--- config.mk ---
export PLATFORM = sky130hd
export DESIGN_NAME = mem_ctrl
export DESIGN_NICKNAME = d
export VERILOG_FILES = /design/src/rtl/mem_ctrl.sv
export SDC_FILE = /design/constraint.sdc
export NUM_CORES = 1
export LEC_CHECK = 0
export BUFFER_PORTS_ARGS = -buffer_cell sky130_fd_sc_hd__buf_2
export CAP_MARGIN = 10
export CORE_MARGIN = 4
export CORE_UTILIZATION = 35
export DETAILED_ROUTE_END_ITERATION = 12
export GPL_ROUTABILITY_DRIVEN = 0
export MAX_ROUTING_LAYER = met4
export PLACE_DENSITY = 0.75
export SYNTH_ARGS = -nofsm -noshare
export SYNTH_HDL_FRONTEND = slang
export SYNTH_SLANG_ARGS = --single-unit
--- constraint.sdc ---
create_clock -name clk -period 2.86 [get_ports clk]
set_input_delay 0.143 -clock clk [delete_from_list [all_inputs] [get_ports clk]]
set_output_delay 0.143 -clock clk [all_outputs]
set_load 0.05 [all_outputs]
--- src/rtl/mem_ctrl.sv ---
// Byte-wide single-port RAM arbiter between instruction fetch and the MEM stage.
// MEM accesses are serialised byte by byte and take priority; IF is stalled and replays.
module mem_ctrl #(
    parameter int ADDR_W = 32
) (
    input  logic              clk,
    input  logic              rst,
    input  logic              rdy,
    input  logic              if_request,
    input  logic [ADDR_W-1:0] if_addr,
    input  logic [1:0]        mem_request,
    input  logic [ADDR_W-1:0] mem_addr,
    input  logic [2:0]        mem_len,
    input  logic [31:0]       mem_wdata,
    input  logic [7:0]        mem_din,
    output logic [ADDR_W-1:0] mem_a,
    output logic [7:0]        mem_dout,
    output logic              mem_wr,
    output logic [7:0]        mem_ctrl_data,
    output logic [1:0]        if_or_mem_o,
    output logic [31:0]       mem_rdata,
    output logic              mem_done,
    output logic              mem_stall_req,
    output logic [1:0]        dbg_state
);

    // Handshake: MEM holds mem_request (01 load, 10 store) until it sees the one-cycle
    // mem_done pulse; the request is ignored in DONE so it cannot start a second access.
    typedef enum logic [1:0] {
        IDLE  = 2'd0,
        LOAD  = 2'd1,
        STORE = 2'd2,
        DONE  = 2'd3
    } state_t;

    localparam logic [1:0] TAG_NONE = 2'b00;
    localparam logic [1:0] TAG_IF   = 2'b01;
    localparam logic [1:0] TAG_MEM  = 2'b10;

    state_t            state_q, state_d;
    logic [2:0]        k_q, k_d;
    logic [1:0]        tag_q, tag_d;
    logic [31:0]       rdata_q;
    logic [2:0]        len_eff;
    logic [2:0]        last_k;
    logic [ADDR_W-1:0] byte_addr;
    logic [31:0]       wshift;
    logic [ADDR_W-1:0] a_c;
    logic [7:0]        dout_c;
    logic              wr_c, done_c, stall_c;

    assign len_eff   = (mem_len == 3'd1 || mem_len == 3'd2) ? mem_len : 3'd4;
    assign last_k    = len_eff - 3'd1;
    assign byte_addr = mem_addr + {{(ADDR_W-3){1'b0}}, k_q};
    assign wshift    = mem_wdata >> {k_q[1:0], 3'b000};

    always_comb begin
        state_d = state_q;
        k_d     = k_q;
        tag_d   = TAG_NONE;
        a_c     = if_addr;
        dout_c  = 8'h00;
        wr_c    = 1'b0;
        done_c  = 1'b0;
        stall_c = 1'b0;
        case (state_q)
            IDLE: begin
                if (mem_request == 2'b01) begin
                    state_d = LOAD;
                    k_d     = 3'd0;
                    stall_c = 1'b1;
                    a_c     = mem_addr;
                end else if (mem_request == 2'b10) begin
                    state_d = STORE;
                    k_d     = 3'd0;
                    stall_c = 1'b1;
                    a_c     = mem_addr;
                end else begin
                    tag_d = if_request ? TAG_IF : TAG_NONE;
                end
            end
            LOAD: begin
                stall_c = 1'b1;
                a_c     = byte_addr;
                // Cycle k == len issues no useful read; it only collects the last byte.
                if (k_q == len_eff) begin
                    state_d = DONE;
                end else begin
                    k_d   = k_q + 3'd1;
                    tag_d = TAG_MEM;
                end
            end
            STORE: begin
                stall_c = 1'b1;
                a_c     = byte_addr;
                wr_c    = 1'b1;
                dout_c  = wshift[7:0];
                tag_d   = TAG_MEM;
                if (k_q == last_k) begin
                    state_d = DONE;
                end else begin
                    k_d = k_q + 3'd1;
                end
            end
            DONE: begin
                done_c  = 1'b1;
                state_d = IDLE;
                tag_d   = if_request ? TAG_IF : TAG_NONE;
            end
            default: state_d = IDLE;
        endcase
        if (!rdy) begin
            state_d = state_q;
            k_d     = k_q;
            tag_d   = tag_q;
            wr_c    = 1'b0;
            done_c  = 1'b0;
        end
    end

    always_ff @(posedge clk or negedge rst) begin
        if (!rst) begin
            state_q <= IDLE;
            k_q     <= 3'd0;
            tag_q   <= TAG_NONE;
        end else begin
            state_q <= state_d;
            k_q     <= k_d;
            tag_q   <= tag_d;
        end
    end

    // Byte k-1 arrives on mem_din during LOAD cycle k; clearing on entry zero-extends.
    always_ff @(posedge clk or negedge rst) begin
        if (!rst) begin
            rdata_q <= 32'h0;
        end else if (rdy) begin
            if (state_q == IDLE && mem_request == 2'b01) begin
                rdata_q <= 32'h0;
            end else if (state_q == LOAD) begin
                case (k_q)
                    3'd1:    rdata_q[7:0]   <= mem_din;
                    3'd2:    rdata_q[15:8]  <= mem_din;
                    3'd3:    rdata_q[23:16] <= mem_din;
                    3'd4:    rdata_q[31:24] <= mem_din;
                    default: rdata_q        <= rdata_q;
                endcase
            end
        end
    end

    // Combinational outputs are forced low while reset is asserted.
    assign mem_a         = rst ? a_c : {ADDR_W{1'b0}};
    assign mem_dout      = rst ? dout_c : 8'h00;
    assign mem_wr        = rst & wr_c;
    assign mem_done      = rst & done_c;
    assign mem_stall_req = rst & stall_c;
    assign mem_ctrl_data = rst ? mem_din : 8'h00;
    assign if_or_mem_o   = tag_q;
    assign mem_rdata     = rdata_q;
    assign dbg_state     = state_q;

endmodule

## Word level (Yosys, flattened, before mapping)

Index checks and enable logic that the tools add are counted.

| cells by class | value |
|---|---|
| equality and inequality tests | 18 |
| multiplexer cells | 36 |
| add/sub/neg operators | 3 |
| reductions and logical operators | 16 |
| shift-type cells | 1 |
| bitwise operators | 3 |

Operators with widths:

| kind | count |
|---|---|
| $mux 32 | 5 |
| $pmux 32 s2 | 1 |
| $mux 8 | 7 |
| $add 32x3->32 | 1 |
| $shr 32x5->8 | 1 |
| $pmux 2 s4 | 2 |
| $mux 3 | 5 |
| $reduce_and 3->1 | 4 |
| $mux 2 | 5 |
| $reduce_bool 2->1 | 5 |
| $eq 3x2->1 const B | 3 |
| $mux 1 | 9 |
| $pmux 3 s3 | 1 |
| $ne 2x2->1 const B | 4 |
| $eq 2x2->1 const B | 3 |
| $eq 3x1->1 const B | 2 |
| $eq 3x3->1 | 2 |
| $reduce_and 5->1 | 1 |
| $eq 2x1->1 const B | 2 |
| $reduce_and 4->1 | 1 |
| $add 3x1->3 const B | 1 |
| $and 1x1->1 | 3 |
| $eq 3x3->1 const B | 1 |
| $ne 3x2->1 const B | 1 |
| other kinds (7) | 7 |

| word-level totals | value |
|---|---|
| input bits | 113 |
| output and inout bits | 87 |
| logic and storage cells | 84 |
| register bits after elaboration | 39 |

## Depth between registers and ports, before layout

Gate-level depths: netlist (run 1).

| depth | value |
|---|---|
| depth in word-level cells | 7 |
| depth in mapped cells | 9 |
| gate-level depth less buffers | 8 |

## Worst setup path before layout (run 1)

Ideal clock, no wire load.

| timing | value |
|---|---|
| kind | reg-to-output |
| start | register state_q[0], in the netlist dbg_state[0] |
| end | output mem_a[6] |
| required time | 2.717 ns |
| arrival time | 3.677 ns |
| path slack | -0.960 ns |
| path buffers | 2 |
| cell stages (with the launch flop) | 7 |
| path through | dfrtp_1 -> inv_1 -> ha_1 -> clkbuf_1 -> nand3_1 -> clkbuf_1 -> o311ai_0 |

| between the ends | value |
|---|---|
| longest elaborated chain between the ends | 4 |
| elaborated cells between the ends (all ways) | 6 |
| classes of those cells | 2 x eq/ne; 2 x mux; 2 x reduce/logical |

RTL lines:

| what | line | RTL |
|---|---|---|
| start: declaration | 40 | `state_t state_q, state_d;` |
| start signal: assignment | 127 | `state_q <= state_d;` |
| $eq 2x1->1 or $eq 2x2->1 (tied branches) | 66 | `case (state_q)` |
| $reduce_or 2->1 (no source line) | -- |  |
| $pmux 32 s2 (*) | 66 |  |
| $mux 32 (*) | 153 | `assign mem_a = rst ? a_c : {ADDR_W{1'b0}};` |
| end: declaration | 16 | `output logic [ADDR_W-1:0] mem_a,` |

Every way passes the cells marked *; elsewhere a longest branch is shown, timed or not.

## Worst setup path after layout (run 1)

| timing | value |
|---|---|
| start | register k_q[0] |
| end | output mem_a[30] |

| between the ends | value |
|---|---|
| longest elaborated chain between the ends | 3 |

RTL lines:

| what | line | RTL |
|---|---|---|
| start: declaration | 41 | `logic [2:0] k_q, k_d;` |
| start signal: assignment | 128 | `k_q <= k_d;` |
| $add 32x3->32 | 54 | `assign byte_addr = mem_addr + {{(ADDR_W-3){1'b0}}, k_q};` |
| $pmux 32 s2 | 66 |  |
| $mux 32 | 153 |  |

Every way passes these cells.

==> results of run 1 <==
## final timing paths
kind	to	cells after the start
setup reg to reg	mem_rdata[24]	8
min in group asynchronous	k_q[2]	3
max in group asynchronous	if_or_mem_o[0]	3
setup / recovery	mem_a[30]	9
hold reg to reg	mem_rdata[20]	2
hold / removal	if_or_mem_o[0]	3
## per-stage QoR
stage	worst slack (ns)	hold WS (ns)
4_1_cts	0.0138	0.117
5_1_grt	-0.0428	0.126
2_1_floorplan	-0.385	-0.153
3_3_place_gp	0.124	0.239
3_5_place_dp	0.0195	0.235
6_report	0.0646	0.118
## flip-flops by register name (all words and copies together) (netlist names)
name and flops:
k_q 3, dbg_state 2, if_or_mem_o 2, mem_rdata 32
## cell usage in the layout, fill, tap and decap left out, drive strengths merged, types with 4 or more instances in the layout
master	n
nand2	97
nor3	10
o21ai	74
and2	9
clkbuf	9
a21oi	30
nand3	11
nand4	8
nor2	16
o311ai	5
buf	212
nor4	12
mux2i	9
a22o	13
nand2b	4
nor2b	7
xor2	7
dfrtp	39
inv	22
xnor2	9
and4	4
o31a	4
ha	16
nor3b	4
and3	17
o31ai	6
mux2	8
mux4	8
## critical path: stages, from the launching register on
cell	delay, ns
dfrtp_1	0.34
ha_1	0.17
inv_1	0.06
fa_2	0.36
nand2b_4	0.19
a211o_4	0.42
nor4_2	0.32
o21ai_2	0.12
a21oi_4	0.16
clkbuf_4	0.23
## power breakdown
| group | switching (mW) | leakage [nW] | internal [mW] |
|---|---|---|---|
| clock | 0.220 | 0.0838 | 0.411 |
| combinational | 3.29 | 2.17 | 1.32 |
| sequential | 0.154 | 0.490 | 0.806 |
| total | 3.66 | 2.74 | 2.54 |
## what timing repair did
item                                    CTS  global route
hold buffers                              1             0
setup buffers                             0             0
endpoints found under the hold margin     6             0
gates cloned                              1             0
pin swaps                                 1             2
endpoints found under the setup margin   12            24
resized for setup                         8            20
## cells by family (layout without fill, tap and decap cells)
| logic type | Yosys count | count (layout) |
|---|---|---|
| xor gates and xnor gates | 16 | 16 |
| muxes | 25 | 25 |
| adders and majority gates | 17 | 17 |
| AOI/OAI and AO/OA | 165 | 166 |
| and+or+nand+nor | 205 | 205 |
| DFF | 39 | 39 |
| buffers and inverters | 56 | 248 |
## area by class of cell
type	count	area, um^2	area share (%)
Timing Repair Buffer	217	1190	21.2
Tap cell	140	175	3.12
Clock buffer	5	125	2.23
Inverter	23	86.3	1.54
Sequential cell	39	976	17.4
Multi-Input combinational cell	429	3010	53.7
Clock inverter	3	43.8	0.781
## metal layers
metal | share of wire [%] | GRT usage, % | up-vias
met5 | 0 | - | -
met4 | 1.4 | 5.32 | 0
met3 | 8.7 | 3.21 | 22
met2 | 48 | 36.0 | 228
met1 | 41 | 26.1 | 2166
li1 | - | - | 2308
==> flow_summary.yaml, run 1 <==
status:
  outcome: "complete, no violations"
yosys:
  synth_fp_nets: 653
  synth_compound_area_share_pct: 26.4
  synth_edf_count: 0
  synthAdderAreaFrac_pct: 5.47
  synth_top_family_by_area: "compound AO/OA/AOI/OAI gates"
  synth_top_area_share_pct: 24.3
  synth-async-reset-ratio_pct: 100
  yosys.area_share.simple_pct: 25.8
  synth_commonest_cells: "nand2_1 (97), o21ai_0 (70), dfrtp_1 (39)"
  synth-xor-area-share_pct: 3.48
  synth.avg_cell_area_um2: 7.69
  synth_area_um2: 4020
  ys_seq_area_share_pct: 24.3
  post_synth_num_cell_types: 68
  yosysWarningCount: 0
  muxShareOfSynthArea_pct: 9.05
  synthFlopType: "dfrtp_1"
  yosysMostFrequentCell: "nand2_1"
  synth_cells: 523
  synth_top_area_cell: "dfrtp_1"
  synth_area_leaders: "dfrtp_1 (24%), nand2_1 (9.0%), o21ai_0 (8.7%), ha_1 (5.0%), mux4_2 (4.5%)"
  ys_seq_elements: 39
route:
  dr.first_iter.drc_count: 242
  route.detailed.drc: 0
  post_drt_wl_per_cell_um: 16.6
  ant_nets: 0
  vias: 4724
  drt_wl_total_um: 14200
  first_pass_iters: 5
  vias_per_cell: 5.52
layout:
  final_core_util_pct: 50.8
  drive_gt1_share_pct: 38.4
  final_nets: 845
  instances_no_fill: 856
  areaGrowthSynthToFinish_pct: 39.3
  antenna_cells: 0
  design_area_um2: 5610
  n_fill_cell: 1104
cts:
  cts_tree: "built"
  clkLatencyLatePin_ns: 0.28
  h-tree-depth: 2
  path_clk_slew_ns: 0.06
  cts_root_buffer: "clkbuf_16"
  cts.path.max_buffers: 2
  cts_sinks: 39
  cts-buffers-inserted: 5
run:
  max_cap_viol_count: 0
global_routing:
  antenna_found_initial: 0
  grt_pass1_wl_um: 22400
  grt_overflow: 0
  grt_pass1_vias: 4685
  grt_max_degree: 56
  grt_use_total_pct: 21.1
worst_setup_path:
  reg2reg_setup_slack_ns: 0.62
  regToRegStartpoint: "dbg_state[0]"
  cp_data_required_time_ns: 2.72
  critPathArrivalTime_ns: 2.65
  critPathCaptureType: "primary output"
  critPathKind: "flop to primary output"
  critPathLaunchType: "flop"
  worst-path-max-fanout: 7
  crit_start: "k_q[0]"
placed_design:
  dp_hpwl_um: 10800
  place_inst: 846
  placed_area_um2: 5300
  io_buffer_count: 199
sta:
  hold_viol_final: 0
  worst_pin_slew_ns: 0.575
  worst_clock_skew_ns: 0.00363
  max_freq_ghz: 0.358
  period_share_pct: 97.7
  setup_viol: 0
  drv_slew: 0
  fin_setup_tns_ns: 0
  relSlewSlack_pct: 61.6
  post-route-min-period_ns: 2.80
die:
  dieArea_um2: 13300
  rows: 38
  core_um2: 11000
  fp.dieH_um: 115
  die_w_um: 115
  io_pins: 200
  start_util_pct: 36.5
power:
  vdd_drop_max_mv: 0.798
  power_density_nw_per_um2: 1110
  p_total_mw: 6.20
  power_leakage_nw: 2.74
worst_hold_path:
  hp-class: "primary input to flop"
  hp-start: "if_request"
Power figures use the tool's default switching activity.
==> inputs of run 2 (changes only) <==
--- a/config.mk
+++ b/config.mk
@@ -12,7 +12,7 @@
 export DETAILED_ROUTE_END_ITERATION = 12
 export GPL_ROUTABILITY_DRIVEN = 0
 export MAX_ROUTING_LAYER = met4
-export PLACE_DENSITY = 0.75
+export PLACE_DENSITY = 0.77
 export SYNTH_ARGS = -nofsm -noshare
 export SYNTH_HDL_FRONTEND = slang
 export SYNTH_SLANG_ARGS = --single-unit
==> constraint.sdc (replaced) <==
create_clock -name clk -period 2.4 [get_ports clk]
set_input_delay 0.12 -clock clk [delete_from_list [all_inputs] [get_ports clk]]
set_output_delay 0.12 -clock clk [all_outputs]
set_load 0.05 [all_outputs]
==> run 2 against run 1 <==
  * The run now ends with setup timing left
  * Cell count rose by 2.9%
  * Worst hold slack got worse by 0.031 ns
  * Final area is 14% higher
  * Core utilization increased by 6.9 points
  * Flip-flop and latch count stayed put
  * Sequential power increased by 21%
  * Die area stayed put
  * Wire length rose by 6.6%
  * Critical endpoint unchanged
  * Largest power group unchanged
  * Highest routed layer unchanged
==> flow_summary.yaml, run 2 (same netlist as run 1, synthesis figures left out) <==
layout:
  final_common_cell: "buf_2"
  antenna_cells: 0
  final_cell_mix: "buf_2 (173), nand2_1 (96), o21ai_0 (57)"
  areaGrowthSynthToFinish_pct: 58.2
  final_nets: 870
  largest_register_ffs: 32
  drive_gt1_share_pct: 46.8
sta:
  period_share_pct: 113
  whs_ns: 0.0869
  setup_viol: 21
  setup_slack_ns: -0.320
  rsz0062_at_grt: "yes"
  worst_clock_skew_ns: 0.00422
  worst_pin_slew_ns: 0.503
  drv_slew: 0
  max_freq_ghz: 0.368
  hold_viol_final: 0
  relSlewSlack_pct: 66.4
  post-route-min-period_ns: 2.72
cts:
  ctsHoldBuffers: 0
  path_clk_slew_ns: 0.06
  cts_root_buffer: "clkbuf_16"
  cts-buffers-inserted: 5
  cts.path.max_buffers: 2
  cts_tree: "built"
  h-tree-depth: 2
  clkLatencyLatePin_ns: 0.28
  cts_sinks: 39
placed_design:
  io_buffer_count: 199
  dp_hpwl_um: 11200
run:
  max_cap_viol_count: 0
global_routing:
  grt_overflow: 0
  antenna_found_initial: 0
  grt_use_total_pct: 22.1
  grt_max_degree: 42
  grt_pass1_wl_um: 23500
  grt_pass1_vias: 4860
worst_setup_path:
  worst-path-max-fanout: 6
  r2r-end: "dbg_state[0]"
  critPathKind: "flop to primary output"
  cp_data_required_time_ns: 2.28
  max_stage_delay_ns: 0.37
  critPathCaptureType: "primary output"
  path_cells: "ha_2 > inv_2 > fa_2 > nand2b_4 > a211o_4 > clkbuf_16 > o31a_1 > o21ai_2 > a21oi_4 > buf_6"
  worst-r2r-cell-count: 7
  regToRegStartpoint: "k_q[0]"
  slowest_stage: "a211o_4"
  reg2reg_setup_slack_ns: 0.37
  critPathLaunchType: "flop"
  critPathArrivalTime_ns: 2.60
route:
  ant_nets: 0
  vias: 4917
  route.detailed.drc: 0
  vias_per_cell: 5.58
  dr.first_iter.drc_count: 282
  post_drt_wl_per_cell_um: 17.2
  drt_wl_total_um: 15100
  first_pass_iters: 4
die:
  dieArea_um2: 13300
  io_pins: 200
  core_um2: 11000
  die_w_um: 115
  rows: 38
  fp.dieH_um: 115
  start_util_pct: 36.5
power:
  power_leakage_nw: 3.18
  vdd_drop_max_mv: 1.22
  p_total_mw: 8.13
  power_density_nw_per_um2: 1280
worst_hold_path:
  hp-class: "primary input to flop"
  hold_path_end: "if_or_mem_o[0]"
  hp-start: "if_request"
  holdPathStages: 3
status:
  failed_checks: "setup timing"
  outcome: "complete, but fails checks"
## run 2: cell types whose count changed in the layout (fill, tap and decap cells not counted), moves of 5 or more
cell and delta:
buf_4 +24, buf_6 +19, buf_2 -17, o21ai_0 -10, o21ai_2 +10, nor4_4 +7, a21oi_1 -5, nor3_4 +5
nor4_1 -5, o311ai_4 +5
## run 2: cell type report
class,count,area (um^2)
clock buffer,5,125
clock inverter,3,43.8
fill,1001,4660
inverter,23,86.3
multi-input combinational,428,3400
sequential,39,980
tap,140,175
timing repair buffer,243,1560
## run 2: layer usage
metal | track usage [%] | part of all wire, % | up-vias
met2 | 37.3 | 49 | 243
met4 | 5.09 | 1.5 | 0
li1 | - | - | 2355
met1 | 28.5 | 41 | 2295
met5 | - | 0 | -
met3 | 2.47 | 8.3 | 24
## run 2: repair_timing
item                       CTS  global route
cloned                       0             1
pin swaps                   20            37
setup endpoints to repair   27            32
setup buffers                5             5
gates resized for setup     75            43
## run 2: how the worst max path moves through the flow
stage                            to  startpoint  slack, ns  depth (start not counted)
after global placement    mem_a[28]      k_q[0]      -0.06                         10
after global routing       mem_a[8]      k_q[0]      -0.38                         11
after detailed placement  mem_a[28]      k_q[0]       -0.1                         10
after CTS                 mem_a[26]      k_q[0]      -0.29                         10
after floorplan           mem_a[28]      k_q[0]      -0.07                          8
final                     mem_a[30]      k_q[0]      -0.32                         10
## run 2: report_power, final
part           internal [mW]  switching [mW]
sequential             0.967           0.197
clock                  0.490           0.261
combinational           2.05            4.17
## run 2: worst max-delay path: cells and delay by family (launching register included)
kind | cells | cell delay, ns
DFF | 1 | 0.35
adders and majority gates | 2 | 0.53
AOI/OAI and AO/OA | 4 | 0.88
buffers and inverters | 3 | 0.38
and+or+nand+nor | 1 | 0.18
## run 2: metrics by stage
stage               instances  util, %  setup TNS, ns  setup slack (ns)  cell area [um^2]
finish                    881     57.7          -3.24            -0.320              6370
floorplan                 523        -         -0.242           -0.0713              4270
global placement          863     50.8         -0.146           -0.0565              5610
CTS                       876     55.3          -2.76            -0.288              6100
detailed placement        863     50.8         -0.361           -0.0955              5610
global route              881     57.7          -4.92            -0.379              6370
==> inputs of run 3 (changes only) <==
--- a/config.mk
+++ b/config.mk
@@ -12,7 +12,7 @@
 export DETAILED_ROUTE_END_ITERATION = 12
 export GPL_ROUTABILITY_DRIVEN = 0
 export MAX_ROUTING_LAYER = met4
-export PLACE_DENSITY = 0.77
+export PLACE_DENSITY = 0.75
 export SYNTH_ARGS = -nofsm -noshare
 export SYNTH_HDL_FRONTEND = slang
 export SYNTH_SLANG_ARGS = --single-unit
==> constraint.sdc (replaced) <==
create_clock -name clk -period 2.69 [get_ports clk]
set_input_delay 0.1345 -clock clk [delete_from_list [all_inputs] [get_ports clk]]
set_output_delay 0.1345 -clock clk [all_outputs]
set_load 0.05 [all_outputs]
==> run 3 against run 2 <==
  * The flow still finishes with violations (setup timing)
  * Clock power shrank 12%
  * Wire length shrank 5.3%
  * Combinational power shrank 14%
  * Die area is the same
  * Cell count shrank 0.91%
  * Non-clock buffer count shrank 8
  * Clock skew grew 0.0018 ns
  * Largest power group unchanged
==> flow_summary.yaml, run 3 (same netlist as run 1, synthesis figures left out) <==
layout:
  final_common_cell: "buf_2"
  largest_register_ffs: 32
  antenna_cells: 0
  final_nets: 862
  n_fill_cell: 1019
  final_cell_mix: "buf_2 (180), nand2_1 (97), o21ai_0 (61)"
  drive_gt1_share_pct: 42.8
  design_area_um2: 6090
  areaGrowthSynthToFinish_pct: 51.4
route:
  vias_per_cell: 5.53
  post_drt_wl_per_cell_um: 16.4
  drt_wl_total_um: 14300
  vias: 4831
  first_pass_iters: 5
  ant_nets: 0
  route.detailed.drc: 0
  dr.first_iter.drc_count: 343
sta:
  period_share_pct: 104
  hold_viol_final: 0
  setup_viol: 4
  worst_pin_slew_ns: 0.567
  worst_clock_skew_ns: 0.00606
  relSlewSlack_pct: 62.2
  max_freq_ghz: 0.358
  drv_slew: 0
  post-route-min-period_ns: 2.80
  rsz0062_at_grt: "yes"
  setup_slack_ns: -0.105
power:
  power.share.combinational_pct: 75.9
  internal_power_mw: 2.99
  p_total_mw: 7.01
  vdd_drop_max_mv: 0.972
  power_leakage_nw: 3.03
  p_sw_mw: 4.02
  power_density_nw_per_um2: 1150
  switching_share_pct: 57.4
  pwr-share-clk_pct: 9.4
  power_frac_seq_pct: 14.6
worst_setup_path:
  cp_data_required_time_ns: 2.56
  critPathKind: "flop to primary output"
  path_cells: "ha_2 > inv_2 > fa_2 > nand2b_4 > buf_4 > a2111oi_4 > nand4_1 > xor2_1 > o32ai_4 > buf_6"
  cp_num_buf_inv: 3
  critPathLaunchType: "flop"
  critPathCaptureType: "primary output"
  slowest_stage: "dfrtp_1"
  max_stage_delay_ns: 0.34
  worst-path-max-fanout: 3
  critPathArrivalTime_ns: 2.66
  crit_family: "compound AO/OA/AOI/OAI gates"
die:
  die_w_um: 115
  rows: 38
  core_um2: 11000
  fp.dieH_um: 115
  io_pins: 200
  dieArea_um2: 13300
  start_util_pct: 36.5
cts:
  cts_root_buffer: "clkbuf_16"
  path_clk_slew_ns: 0.06
  clkLatencyLatePin_ns: 0.28
  cts.path.max_buffers: 2
  cts-buffers-inserted: 5
  cts_sinks: 39
  ctsHoldBuffers: 0
  h-tree-depth: 2
  cts_tree: "built"
run:
  max_cap_viol_count: 0
global_routing:
  grt_pass1_wl_um: 23000
  antenna_found_initial: 0
  grt_overflow: 0
  grt_use_total_pct: 21.5
  grt_pass1_vias: 4758
  grt_max_degree: 47
placed_design:
  placed_area_um2: 5520
  io_buffer_count: 199
  dp_hpwl_um: 11000
  pre_cts_ws_ns: 0.0228
worst_hold_path:
  hp-class: "primary input to flop"
status:
  failed_checks: "setup timing"
  outcome: "complete, but fails checks"
## run 3: cell types whose count changed in the layout (fill, tap and decap cells not counted), moves of 4 or more
| cell | change |
|---|---|
| buf_2 | +7 |
| buf_4 | -11 |
| buf_6 | -5 |
| o21ai_0 | +4 |
| o21ai_2 | -6 |
## run 3: power groups by stage
stage	registers [mW]	logic, mW	clock network [mW]
final	1.02	5.32	0.662
after global routing	1.06	5.65	0.705
after CTS	1.02	5.16	0.672
after detailed placement	1.03	5.02	0
after global placement	1.02	4.98	0
after floorplan	1.93	2.84	0
## run 3: final timing paths
kind / from / slack [ns] / endpoint / cells after the start
worst min register to register: mem_rdata[6] / 0.47 / mem_rdata[6] / 2
max in group asynchronous: rst / 1.83 / dbg_state[0] / 3
worst min-delay path: if_request / 0.11 / if_or_mem_o[0] / 3
worst max-delay path: k_q[0] / -0.11 / mem_a[18] / 10
worst max register to register: dbg_state[1] / 0.54 / dbg_state[0] / 7
min in group asynchronous: rst / 0.25 / k_q[2] / 2
## run 3: final cells by class
| type | instances | area [um^2] | share of cell area (%) |
|---|---|---|---|
| Inverter | 23 | 86.3 | 1.42 |
| Multi-Input combinational cell | 428 | 3220 | 52.8 |
| Clock inverter | 3 | 43.8 | 0.719 |
| Clock buffer | 5 | 125 | 2.05 |
| Timing Repair Buffer | 235 | 1460 | 24.0 |
| Sequential cell | 39 | 978 | 16.1 |
| Tap cell | 140 | 175 | 2.88 |
## run 3: layer usage
metal	vias up	GRT usage [%]	routed length (um)
met3	21	2.47	1030
met2	219	36.6	7040
met5	-	-	0
met4	0	5.40	231
met1	2257	27.3	6000
li1	2334	-	-
## run 3: through the flow
stage / util [%] / hold slack, ns / setup TNS, ns / instances
after global placement: 50.0 / 0.395 / 0 / 856
after global routing: 55.2 / 0.110 / -1.49 / 873
after detailed placement: 50.0 / 0.402 / 0 / 856
after CTS: 53.5 / 0.108 / -0.179 / 870
after floorplan: - / -0.161 / -0.237 / 523
final: 55.2 / 0.112 / -0.198 / 873
## run 3: what timing repair did
action,in CTS,in global routing
pin swaps,17,18
resized for setup,37,48
cloned,1,0
setup endpoints to repair,18,23
buffers inserted,5,4
## run 3: worst register-to-register path: stages, from the launching register on
cell,delay [ns]
dfrtp_1,0.43
inv_1,0.14
ha_1,0.19
clkinv_1,0.16
buf_4,0.21
o31ai_1,0.36
a221o_1,0.23
mux2_4,0.31
